**src/rtl/huffman_pkg.sv**
```systemverilog
`default_nettype none
//==========================================================================
// Module      : huffman_pkg
// Description : Shared types and constants for the per-channel entropy
//               decoder: coefficient widths, token layout, run/size codes
//               for EOB and ZRL, block length, decoder states and the
//               coefficient saturation helper.
// Config      : JPEG_DEC_ERR_EN (used by entropy_decoder)
// Revision    : 1.0 - initial release
//==========================================================================
package huffman_pkg;

   // Signed coefficient width and the widths derived from it
   localparam int DATA_WIDTH = 10;
   localparam int AMP_W      = DATA_WIDTH + 1;   // amplitude field width
   localparam int EXT_W      = DATA_WIDTH + 2;   // extended amplitude width
   // One spare bit over EXT_W so pred + largest DC difference cannot wrap
   localparam int SUM_W      = DATA_WIDTH + 3;

   // Coefficients per 8x8 block
   localparam int BLOCK_LEN = 64;

   // Special AC run/size codes
   localparam logic [3:0] EOB_RUN  = 4'd0;
   localparam logic [3:0] EOB_SIZE = 4'd0;
   localparam logic [3:0] ZRL_RUN  = 4'd15;
   localparam logic [3:0] ZRL_SIZE = 4'd0;

   // Signed coefficient limits expressed at the sum width
   localparam logic signed [SUM_W-1:0] COEF_MAX = SUM_W'((2 ** (DATA_WIDTH - 1)) - 1);
   localparam logic signed [SUM_W-1:0] COEF_MIN = SUM_W'(-(2 ** (DATA_WIDTH - 1)));

   typedef enum logic [1:0] {
      ST_DC   = 2'd0,
      ST_AC   = 2'd1,
      ST_EMIT = 2'd2
   } state_t;

   typedef struct packed {
      logic [3:0]       run;
      logic [3:0]       size;
      logic [AMP_W-1:0] amp;
   } token_t;

   // Clamp a wide signed value into the signed coefficient range
   function automatic logic signed [DATA_WIDTH-1:0] sat_coef(input logic signed [SUM_W-1:0] v);
      if (v > COEF_MAX) begin
         return COEF_MAX[DATA_WIDTH-1:0];
      end
      else if (v < COEF_MIN) begin
         return COEF_MIN[DATA_WIDTH-1:0];
      end
      return v[DATA_WIDTH-1:0];
   endfunction

endpackage
`default_nettype wire

```
**src/rtl/entropy_decoder_amp_extend.sv**
```systemverilog
`default_nettype none
//==========================================================================
// Module      : amp_extend
// Description : Combinational amplitude extension. Turns a size category
//               and right-aligned amplitude bits into a signed value; a
//               clear top bit selects the negative half of the category.
//               Sizes beyond the amplitude field decode to 0.
// Revision    : 1.0 - initial release
//==========================================================================
module amp_extend
   import huffman_pkg::*;
(
   input  logic [3:0]              size,
   input  logic [AMP_W-1:0]        amp,
   output logic signed [EXT_W-1:0] value
);

   logic [EXT_W:0] mask;
   logic [EXT_W:0] bits;

   // Mask the used amplitude bits and map them onto the signed category
   always_comb begin
      mask  = '0;
      bits  = '0;
      value = '0;
      if ((size != 4'd0) && (size <= 4'(AMP_W))) begin
         mask = (EXT_W + 1)'((32'd1 << size) - 32'd1);
         bits = (EXT_W + 1)'(amp) & mask;
         if (amp[size - 4'd1]) begin
            value = EXT_W'(bits);
         end
         else begin
            value = EXT_W'(bits - mask);
         end
      end
   end

endmodule
`default_nettype wire

```
**src/rtl/entropy_decoder.sv**
```systemverilog
`default_nettype none
//==========================================================================
// Module      : entropy_decoder
// Description : Per-channel run-length / amplitude decoder. Accepts one
//               {run, size, amp} token per handshake and emits 64
//               coefficients per block in zigzag order, one per cycle.
//               The first token of a block is the DC difference added to
//               a running predictor; the rest are AC tokens.
// Config      : JPEG_DEC_ERR_EN - adds the sticky err output and the
//               saturation / size / overrun detection behind it.
// Revision    : 1.0 - initial release
//==========================================================================
module entropy_decoder
   import huffman_pkg::*;
(
   input  logic                         clk,
   input  logic                         rst,
   input  logic                         in_valid,
   output logic                         in_ready,
   input  logic [3:0]                   in_run,
   input  logic [3:0]                   in_size,
   input  logic [AMP_W-1:0]             in_amp,
   input  logic                         dc_clear,
   output logic                         out_valid,
   input  logic                         out_ready,
   output logic signed [DATA_WIDTH-1:0] out_data,
   output logic [5:0]                   out_idx,
   output logic                         out_last
`ifdef JPEG_DEC_ERR_EN
   ,
   output logic                         err
`endif
);

   state_t                       state;
   logic signed [DATA_WIDTH-1:0] pred;
   logic signed [DATA_WIDTH-1:0] pend_val;
   logic                         pend_valid;
   logic [6:0]                   pos;
   logic [6:0]                   zcnt;

   token_t                       tok;
   logic signed [EXT_W-1:0]      ext;
   logic signed [SUM_W-1:0]      ext_sx;
   logic signed [DATA_WIDTH-1:0] pred_base;
   logic signed [SUM_W-1:0]      dc_sum;
   logic signed [DATA_WIDTH-1:0] dc_val;
   logic signed [DATA_WIDTH-1:0] ac_val;
   logic                         slot_free;
   logic                         accept;
   logic                         is_eob;
   logic                         is_zrl;
   logic                         ac_big;
   logic [6:0]                   tok_zcnt;

   logic [6:0]                   src_zcnt;
   logic                         src_pend;
   logic signed [DATA_WIDTH-1:0] src_val;
   logic                         step_en;
   logic                         emit_zero;
   logic [6:0]                   nxt_zcnt;
   logic                         nxt_pend;
   logic signed [DATA_WIDTH-1:0] emit_val;
   logic                         blk_end;
   state_t                       nxt_state;

   assign tok = '{run: in_run, size: in_size, amp: in_amp};

   // One extender serves both the DC difference and the AC value
   amp_extend u_amp_extend (
      .size  (tok.size),
      .amp   (tok.amp),
      .value (ext)
   );

   // Token decode and input handshake
   always_comb begin
      slot_free = !out_valid || out_ready;
      in_ready  = !rst && ((state == ST_DC) || (state == ST_AC)) && slot_free;
      accept    = in_valid && in_ready;
      // A restart marker coinciding with the DC token applies to that token
      pred_base = dc_clear ? '0 : pred;
      ext_sx    = {{(SUM_W - EXT_W){ext[EXT_W-1]}}, ext};
      dc_sum    = {{(SUM_W - DATA_WIDTH){pred_base[DATA_WIDTH-1]}}, pred_base} + ext_sx;
      dc_val    = sat_coef(dc_sum);
      is_eob    = (tok.run == EOB_RUN) && (tok.size == EOB_SIZE);
      is_zrl    = (tok.run == ZRL_RUN) && (tok.size == ZRL_SIZE);
      ac_big    = tok.size > 4'(DATA_WIDTH);
      ac_val    = ac_big ? '0 : sat_coef(ext_sx);
      if (is_eob) begin
         tok_zcnt = 7'(BLOCK_LEN) - pos;
      end
      else if (is_zrl) begin
         tok_zcnt = 7'd16;
      end
      else begin
         tok_zcnt = {3'b000, tok.run};
      end
   end

   // One emission step: the first step of an AC token fires on its accept
   // edge so the output stream has no bubble between tokens
   always_comb begin
      if (state == ST_AC) begin
         src_zcnt = tok_zcnt;
         src_pend = !(is_eob || is_zrl);
         src_val  = ac_val;
         step_en  = accept;
      end
      else begin
         src_zcnt = zcnt;
         src_pend = pend_valid;
         src_val  = pend_val;
         step_en  = (state == ST_EMIT) && slot_free;
      end
      emit_zero = src_zcnt != 7'd0;
      nxt_zcnt  = emit_zero ? (src_zcnt - 7'd1) : src_zcnt;
      nxt_pend  = emit_zero && src_pend;
      emit_val  = emit_zero ? '0 : src_val;
      blk_end   = pos == 7'(BLOCK_LEN - 1);
      if (blk_end) begin
         nxt_state = ST_DC;
      end
      else if ((nxt_zcnt == 7'd0) && !nxt_pend) begin
         nxt_state = ST_AC;
      end
      else begin
         nxt_state = ST_EMIT;
      end
   end

   // Decoder FSM with registered output stage
   always_ff @(posedge clk or posedge rst) begin
      if (rst) begin
         state      <= ST_DC;
         pred       <= '0;
         pos        <= '0;
         zcnt       <= '0;
         pend_valid <= 1'b0;
         pend_val   <= '0;
         out_valid  <= 1'b0;
         out_data   <= '0;
         out_idx    <= '0;
         out_last   <= 1'b0;
      end
      else begin
         if (out_valid && out_ready) begin
            out_valid <= 1'b0;
         end
         if (dc_clear) begin
            pred <= '0;
         end
         if ((state == ST_DC) && accept) begin
            pred       <= dc_val;
            out_valid  <= 1'b1;
            out_data   <= dc_val;
            out_idx    <= '0;
            out_last   <= 1'b0;
            pos        <= 7'd1;
            zcnt       <= '0;
            pend_valid <= 1'b0;
            state      <= ST_AC;
         end
         if (step_en) begin
            out_valid  <= 1'b1;
            out_data   <= emit_val;
            out_idx    <= pos[5:0];
            out_last   <= blk_end;
            pos        <= pos + 7'd1;
            // Reaching idx 63 discards whatever of the token is left
            zcnt       <= blk_end ? 7'd0 : nxt_zcnt;
            pend_valid <= !blk_end && nxt_pend;
            pend_val   <= src_val;
            state      <= nxt_state;
         end
      end
   end

`ifdef JPEG_DEC_ERR_EN
   logic dc_sat;
   logic dc_big;
   logic overrun;

   // Error conditions: DC clamp, oversize categories, truncated token
   always_comb begin
      dc_sat  = (dc_sum > COEF_MAX) || (dc_sum < COEF_MIN);
      dc_big  = tok.size > 4'(AMP_W);
      overrun = blk_end && ((nxt_zcnt != 7'd0) || nxt_pend);
   end

   // Sticky error flag, cleared only by reset
   always_ff @(posedge clk or posedge rst) begin
      if (rst) begin
         err <= 1'b0;
      end
      else if (((state == ST_DC) && accept && (dc_sat || dc_big)) ||
               ((state == ST_AC) && accept && ac_big) ||
               (step_en && overrun)) begin
         err <= 1'b1;
      end
   end
`endif

endmodule
`default_nettype wire

```
**config.mk**
```make
export PLATFORM = sky130hd
export DESIGN_NAME = entropy_decoder
export DESIGN_NICKNAME = d
export VERILOG_FILES = /design/src/rtl/huffman_pkg.sv /design/src/rtl/entropy_decoder_amp_extend.sv /design/src/rtl/entropy_decoder.sv
export SDC_FILE = /design/constraint.sdc
export NUM_CORES = 1
export LEC_CHECK = 0
export ABC_CLOCK_PERIOD_IN_PS = 8600
export CAP_MARGIN = 20
export CORE_MARGIN = 2
export CORE_UTILIZATION = 45
export DETAILED_ROUTE_END_ITERATION = 12
export MAX_ROUTING_LAYER = met4
export PLACE_DENSITY = 0.69
export SKIP_LAST_GASP = 1
export SYNTH_ARGS = -nofsm -noshare
export SYNTH_HDL_FRONTEND = slang
export SYNTH_SLANG_ARGS = --single-unit
```
**constraint.sdc**
```tcl
create_clock -name clk -period 8.6 [get_ports clk]
set_input_delay 1.29 -clock clk [delete_from_list [all_inputs] [get_ports clk]]
set_output_delay 1.29 -clock clk [all_outputs]
set_load 0.05 [all_outputs]
```
==> metrics.md, run 1 <==
| Metric | Value |
|---|---|
| Effective utilization at floorplan | `0.4666` |
| Post-synth net total | `634` |
| Critical path startpoint category | `primary input` |
| Non-Filler Instances | `746` |
| Max_slew headroom | `0.3363` |
| H-tree depth | `2` |
| Filler cells | `989` |
| Global Route Usage Sum | `0.2408` |
| Power Total | `1.470 mW` |
| RePlAce Congestion | `0.9167` |
| Io pins | `43` |
| Post-CTS Setup Bufs | `0` |
| Critical path arrival | `7.91 ns` |
| DR vias/cell | `6.168` |
| Drt first-iter violations | `354` |
| Initial antenna violation count | `0` |
| Worst Path Required | `8.81 ns` |
| Nets@finish | `656` |
| Util after Layout | `0.5239` |
| Max Buffers Root-to-Sink | `2` |
| Grt total ovfl | `0` |
| Register area share after synthesis | `0.2845` |
| Row Count | `37` |
| HPWL Detailed | `9596 um` |
| Final period util | `0.8956` |
| Pwr dens | `270.7 nW/um^2` |
| Worst-path clk slew | `0.10 ns` |
| Sw power | `0.7099 mW` |
| ANT cells | `0` |
| Clock power frac | `0.122` |
| TritonCTS clock tree | `yes` |
| 1st-pass router iterations | `5` |
| Max Clk Rate | `129.8 MHz` |
| First-pass GRT wire length | `21,950 um` |
| Largest net degree at the start of global routing | `56` |
| LEAKAGE | `2.360 nW` |
| Comb pwr share | `0.595` |
| Min-delay worst type | `reg -> reg` |
| Yosys cell types | `84` |
| CTS root buffer | `clkbuf_8` |
| Final Hold Vio Count | `0` |
| TritonCTS Buffers | `5` |
| Port Buf Inserts | `42` |
| Crit-path max FO | `13` |
| Post-Synthesis Cell Area | `4838 um^2` |
| Synthesized flop and latch total | `55` |
| Drt total wl | `12,950 um` |
| TNS Setup | `0 ns` |
| Peak VDD IR | `0.2551 mV` |
| Die height | `107.7 um` |
| Clk sinks | `55` |
| Outcome | `completed` |
| Share of cells above drive strength 1 | `0.07705` |
| Max-Cap Viols | `0` |
| Clk_lat worst skew | `0.32 ns` |
| Placed cell count | `738` |
| Post-route ant nets | `0` |
| Setup Skew | `0.006244 ns` |
| Area grow syn2layout | `12.28%` |
| Unrepaired setup endpoints after global routing | `no` |
| Hold-fix buffers, CTS | `0` |
| Int Power | `0.7606 mW` |
| Worst slew pin tran | `0.9956 ns` |
| Max-slew violations | `0` |
| Ys flop type | `dfrtp_1` |
| Sw Ratio | `0.4827` |
| Die footprint | `11,600 um^2` |
| Number of instances resized during post-cts repair | `0` |
| Chip Width | `107.7 um` |
| Post-DR wirelength/cell | `17.36 um` |
| Crit path time final | `7.702 ns` |
| Avg Synthesized Cell Area | `8.243 um^2` |
| Synth Instances | `587` |
| Sequential share of power | `0.283` |
| CP Capture Type | `register` |
| Final setup fails | `0` |
| Total number of vias | `4,601` |
| Drt drc | `0` |
| Crit path kind | `in -> reg` |
| Yosys warnings | `0` |
| CORE AREA | `10,370 um^2` |
| Post-synth EDFFs | `0` |
| Fraction of registers with async set/reset | `1.000` |
| Vias in the first global route | `4,489` |
-- synth_stat cells (all sizes together) (3+ instances only) --
cell    count  area (um^2)
a211o       7        61.31
a211oi      8        60.06
a21bo       3        30.03
a21boi      3        22.52
a21o        9        67.56
a21oi      28        140.1
a221oi      3        32.53
a22o       10        87.58
a22oi       5        42.54
a31oi       9        62.56
a32o        5        50.05
and2        6        37.54
and3        7        43.79
and4        3        26.28
buf        13        81.33
clkbuf     21        78.83
dfrtp      55         1376
ha         22        275.3
inv        23        86.33
mux2        4        45.04
mux2i       6        60.06
nand2      67        251.5
nand2b      9        56.30
nand3      24        125.1
nand3b      7        65.06
nand4       8        50.05
nor2       38        142.6
nor2b      16        100.1
nor3       15        91.34
nor3b       7        57.55
nor4        5        37.53
o211ai      6        58.81
o21a        3        22.52
o21ai      44        220.2
o21ba       3        30.03
o21bai      5        37.54
o31a        3        27.53
o31ai       7        57.55
or2         3        18.77
or3         6        37.54
or4         4        37.53
xnor2      13        113.9
xor2       13        113.9
-- power groups by stage --
stage                     logic [mW]  registers [mW]  clock network [mW]
after global routing           0.957           0.427               0.194
after global placement         0.854           0.419                   0
final                          0.876           0.416               0.179
after floorplan                0.539           0.510                   0
after detailed placement       0.869           0.421                   0
after CTS                      0.874           0.416               0.182
-- per-stage QoR --
| stage | hold WS [ns] | setup WS (ns) | area (um^2) |
|---|---|---|---|
| 5_1_grt | 0.5213 | 0.1048 | 5433 |
| 3_5_place_dp | 0.4662 | 0.6302 | 5321 |
| 4_1_cts | 0.4909 | 0.9594 | 5433 |
| 6_report | 0.4863 | 0.8975 | 5433 |
| 2_1_floorplan | 0.4418 | 2.269 | 4838 |
| 3_3_place_gp | 0.4617 | 0.7771 | 5321 |
-- worst max-delay path, stage by stage --
cell and delay (ns):
clkdlybuf4s50_1 0.61, inv_1 0.20, ha_1 0.42, nor3b_2 0.50, inv_1 0.17, ha_1 0.31
or2_2 0.29, ha_1 0.23, nand3_1 0.07, o21ai_0 0.08, a2111oi_0 0.68, ha_1 0.39
a21oi_1 0.21, o21ai_0 0.16, o41ai_1 0.56, o21ai_1 0.32, a211oi_1 0.28, nand4_1 0.23
a22oi_2 0.46, a211oi_1 0.13, a221o_1 0.30
-- final timing paths --
kind | cells past startpoint | slack (ns) | end | start
min in group asynchronous | 3 | 1.53 | out_last | rst
worst max-delay path | 21 | 0.90 | out_data[8] | in_size[0]
max in group asynchronous | 3 | 6.61 | pos[4] | rst
worst min register to register | 2 | 0.49 | pend_val[8] | pend_val[8]
worst max register to register | 9 | 4.63 | out_data[5] | state[1]
worst min-delay path | 2 | 0.49 | pend_val[8] | pend_val[8]
-- sequential cells by signal (all words and copies together) (netlist names) --
name / cells
out_data: 10
state: 2
pend_valid: 1
out_last: 1
zcnt: 7
pos: 7
pend_val: 10
out_valid: 1
out_idx: 6
pred: 10
-- area by class of cell --
type                    count  area, um^2  share of cell area
multi-input cells         474        3212              0.5912
flip-flops and latches     55        1376              0.2533
repair buffers             49       473.0             0.08706
well taps                 136       170.2             0.03132
inverters                  24       90.09             0.01658
clock buffers               6       72.57             0.01336
clock inverters             2       38.79            0.007140
-- layer usage --
metal  vias up  GRT usage  share of wire
met1      2206     0.3154           0.44
met4         0    0.07692          0.022
met5         -          -              0
met2       153     0.3949           0.48
met3        25    0.02240          0.055
li1       2217          -              -
-- cells in the final DEF (no fill, tap or decap), drive strengths merged, types with 8 or more instances in the layout --
cell type	n
a31oi	9
a22o	10
clkdlybuf4s50	42
a211oi	8
o21ai	44
nand4	8
inv	24
nand3	24
xnor2	13
ha	22
nand2b	9
nor3	15
a21o	9
nand2	67
nor2	38
dfrtp	55
a21oi	28
xor2	13
nor2b	16
-- cell families (layout without fill, tap and decap cells) --
group | count (synthesis) | count (layout) | synth area share
compound gates | 183 | 183 | 0.2715
xor+xnor | 26 | 26 | 0.04707
fa+ha+maj | 23 | 23 | 0.06103
buf+inv | 58 | 81 | 0.05172
flops | 55 | 55 | 0.2845
mux | 12 | 12 | 0.03103
simple gates | 230 | 230 | 0.2532
Note: power is estimated with default switching activity, not from simulation.
==> run 2, diff against run 1 <==
Settings changed: ABC_CLOCK_PERIOD_IN_PS 8600 to 9600, CAP_MARGIN 20 to 10, PLACE_DENSITY 0.69 to not set.
Clock period 8.6 ns to 9.6 ns, I/O delays scaled along.
==> metrics.md, run 2 (same netlist as run 1, synthesis figures left out) <==
| Metric | Value |
|---|---|
| Total number of vias | `4,500` |
| Crit path time final | `8.093 ns` |
| RePlAce Congestion | `0.9024` |
| Reg2reg setup slack | `5.64 ns` |
| 1st-pass router iterations | `7` |
| TritonCTS Buffers | `5` |
| Hold depth | `2` |
| Power Total | `1.297 mW` |
| Worst R2R Start | `state[1]` |
| Critical path startpoint category | `primary input` |
| Crit-path max FO | `13` |
| ANT cells | `0` |
| Grt total ovfl | `0` |
| Commonest non-fill, non-tap cell in the layout | `nand2_1` |
| DR vias/cell | `6.040` |
| Largest regs | `out_data x10, pend_val x10, pred x10` |
| Row Count | `37` |
| Chip Width | `107.7 um` |
| Int Power | `0.6573 mW` |
| H-tree depth | `2` |
| LEAKAGE | `2.341 nW` |
| Pwr dens | `240.0 nW/um^2` |
| Filler cells | `1,004` |
| Critical path arrival | `8.30 ns` |
| Unrepaired setup endpoints after global routing | `no` |
| TNS Setup | `0 ns` |
| GR Util met1 | `0.3258` |
| Clk_lat worst skew | `0.32 ns` |
| Final instance area | `5403 um^2` |
| Final period util | `0.8430` |
| Sw power | `0.6395 mW` |
| Largest net degree at the start of global routing | `56` |
| Crit path kind | `in -> reg` |
| Max Buffers Root-to-Sink | `2` |
| Worst Path Required | `9.81 ns` |
| Comb pwr share | `0.608` |
| Met3 usage | `0.02966` |
| Max-slew violations | `0` |
| Io pins | `43` |
| CTS root buffer | `clkbuf_8` |
| Max_slew headroom | `0.3023` |
| Most frequent cells in the layout | `nand2_1, dfrtp_1, o21ai_0, clkdlybuf4s50_1, nor2_1` |
| Effective utilization at floorplan | `0.4666` |
| Die height | `107.7 um` |
| Sequential share of power | `0.287` |
| Post-DR wirelength/cell | `17.72 um` |
| Util after Layout | `0.5210` |
| Peak VDD IR | `0.1862 mV` |
| Drt total wl | `13,200 um` |
| Share of cells above drive strength 1 | `0.07553` |
| Number of instances resized during post-cts repair | `0` |
| First-pass GRT wire length | `22,240 um` |
| Max Clk Rate | `123.6 MHz` |
| Outcome | `completed` |
| Post-DP Area | `5314 um^2` |
| Clk sinks | `55` |
| Drt first-iter violations | `273` |
| Worst hold path endpoint | `pend_val[8]` |
| Initial antenna violation count | `0` |
| Global Route Usage Sum | `0.2464` |
| Min-delay worst type | `reg -> reg` |
| Final setup fails | `0` |
| Final Hold Vio Count | `0` |
| Max-Cap Viols | `0` |
| R2R depth | `9` |
| Critical R2R Capture | `out_data[5]` |
| TritonCTS clock tree | `yes` |
| Nets@finish | `655` |
| Post-route ant nets | `0` |
| Hold-fix buffers, CTS | `0` |
| Min-delay src | `pend_val[8]` |
| Post-CTS Setup Bufs | `0` |
| Area grow syn2layout | `11.66%` |
| Die footprint | `11,600 um^2` |
| Hold Slack | `0.4909 ns` |
| HPWL Detailed | `9671 um` |
| Met2 Usage GRT | `0.4030` |
| Drt drc | `0` |
| Vias in the first global route | `4,423` |
| Worst-path clk slew | `0.10 ns` |
| Clock power frac | `0.105` |
| Setup Skew | `0.01557 ns` |
| Sw Ratio | `0.4931` |
| GRT Max-Usage Layer | `met2` |
| Worst slew pin tran | `1.047 ns` |
| CORE AREA | `10,370 um^2` |
| Port Buf Inserts | `42` |
| CP Capture Type | `register` |
run 2: changes by cell type in the layout (fill, tap and decap cells not counted):
cell	delta
clkinvlp_4	+1
bufinv_16	-1
buf_4	-1
run 2: critical path, cell delays in order:
cell and delay (ns):
clkdlybuf4s50_1 0.62, inv_1 0.20, ha_1 0.43, nor3b_2 0.51, inv_1 0.17, ha_1 0.31
or2_2 0.29, ha_1 0.23, nand3_1 0.07, o21ai_0 0.08, a2111oi_0 0.77, ha_1 0.39
a21oi_1 0.24, o21ai_0 0.19, o41ai_1 0.61, o21ai_1 0.33, and3_1 0.27, mux2i_1 0.14
o31ai_1 0.12, a22oi_2 0.47, a211oi_1 0.15, a211o_1 0.25
run 2: power by group through the flow:
| stage | clock network, mW | logic (mW) | registers, mW |
|---|---|---|---|
| final | 0.136 | 0.788 | 0.372 |
| after global routing | 0.147 | 0.867 | 0.382 |
| after detailed placement | 0 | 0.788 | 0.376 |
| after floorplan | 0 | 0.483 | 0.456 |
| after global placement | 0 | 0.780 | 0.376 |
| after CTS | 0.140 | 0.792 | 0.372 |
run 2: area by class of cell:
| cell class | instances | area [um^2] | share of cell area |
|---|---|---|---|
| Multi-Input combinational cell | 474 | 3212 | 0.5945 |
| Tap cell | 136 | 170.2 | 0.03150 |
| Clock buffer | 6 | 72.57 | 0.01343 |
| Sequential cell | 55 | 1376 | 0.2547 |
| Timing Repair Buffer | 48 | 465.4 | 0.08615 |
| Clock inverter | 2 | 16.27 | 0.003011 |
| Inverter | 24 | 90.09 | 0.01667 |
run 2: worst max-delay path by stage:
stage                     from          end  slack [ns]  depth (start not counted)
finish              in_size[0]  out_data[1]        1.51                         22
global route        in_size[0]  out_data[1]        0.66                         21
CTS                 in_size[0]  out_data[1]        1.53                         22
detailed placement  in_size[0]  out_data[1]        1.23                         22
global placement    in_size[0]  out_data[8]        1.57                         21
floorplan           in_size[0]  out_data[8]        3.12                         22
run 2: layer usage:
layer | vias up | routed length, um
li1 | 2215 | -
met4 | 0 | 223
met3 | 18 | 551
met5 | - | 0
met1 | 2162 | 6150
met2 | 105 | 6276
run 2: stage by stage:
step	setup WS, ns	cells
floorplan	3.119	587
global placement	1.567	737
detailed placement	1.234	737
CTS	1.534	745
global route	0.6607	745
finish	1.507	745
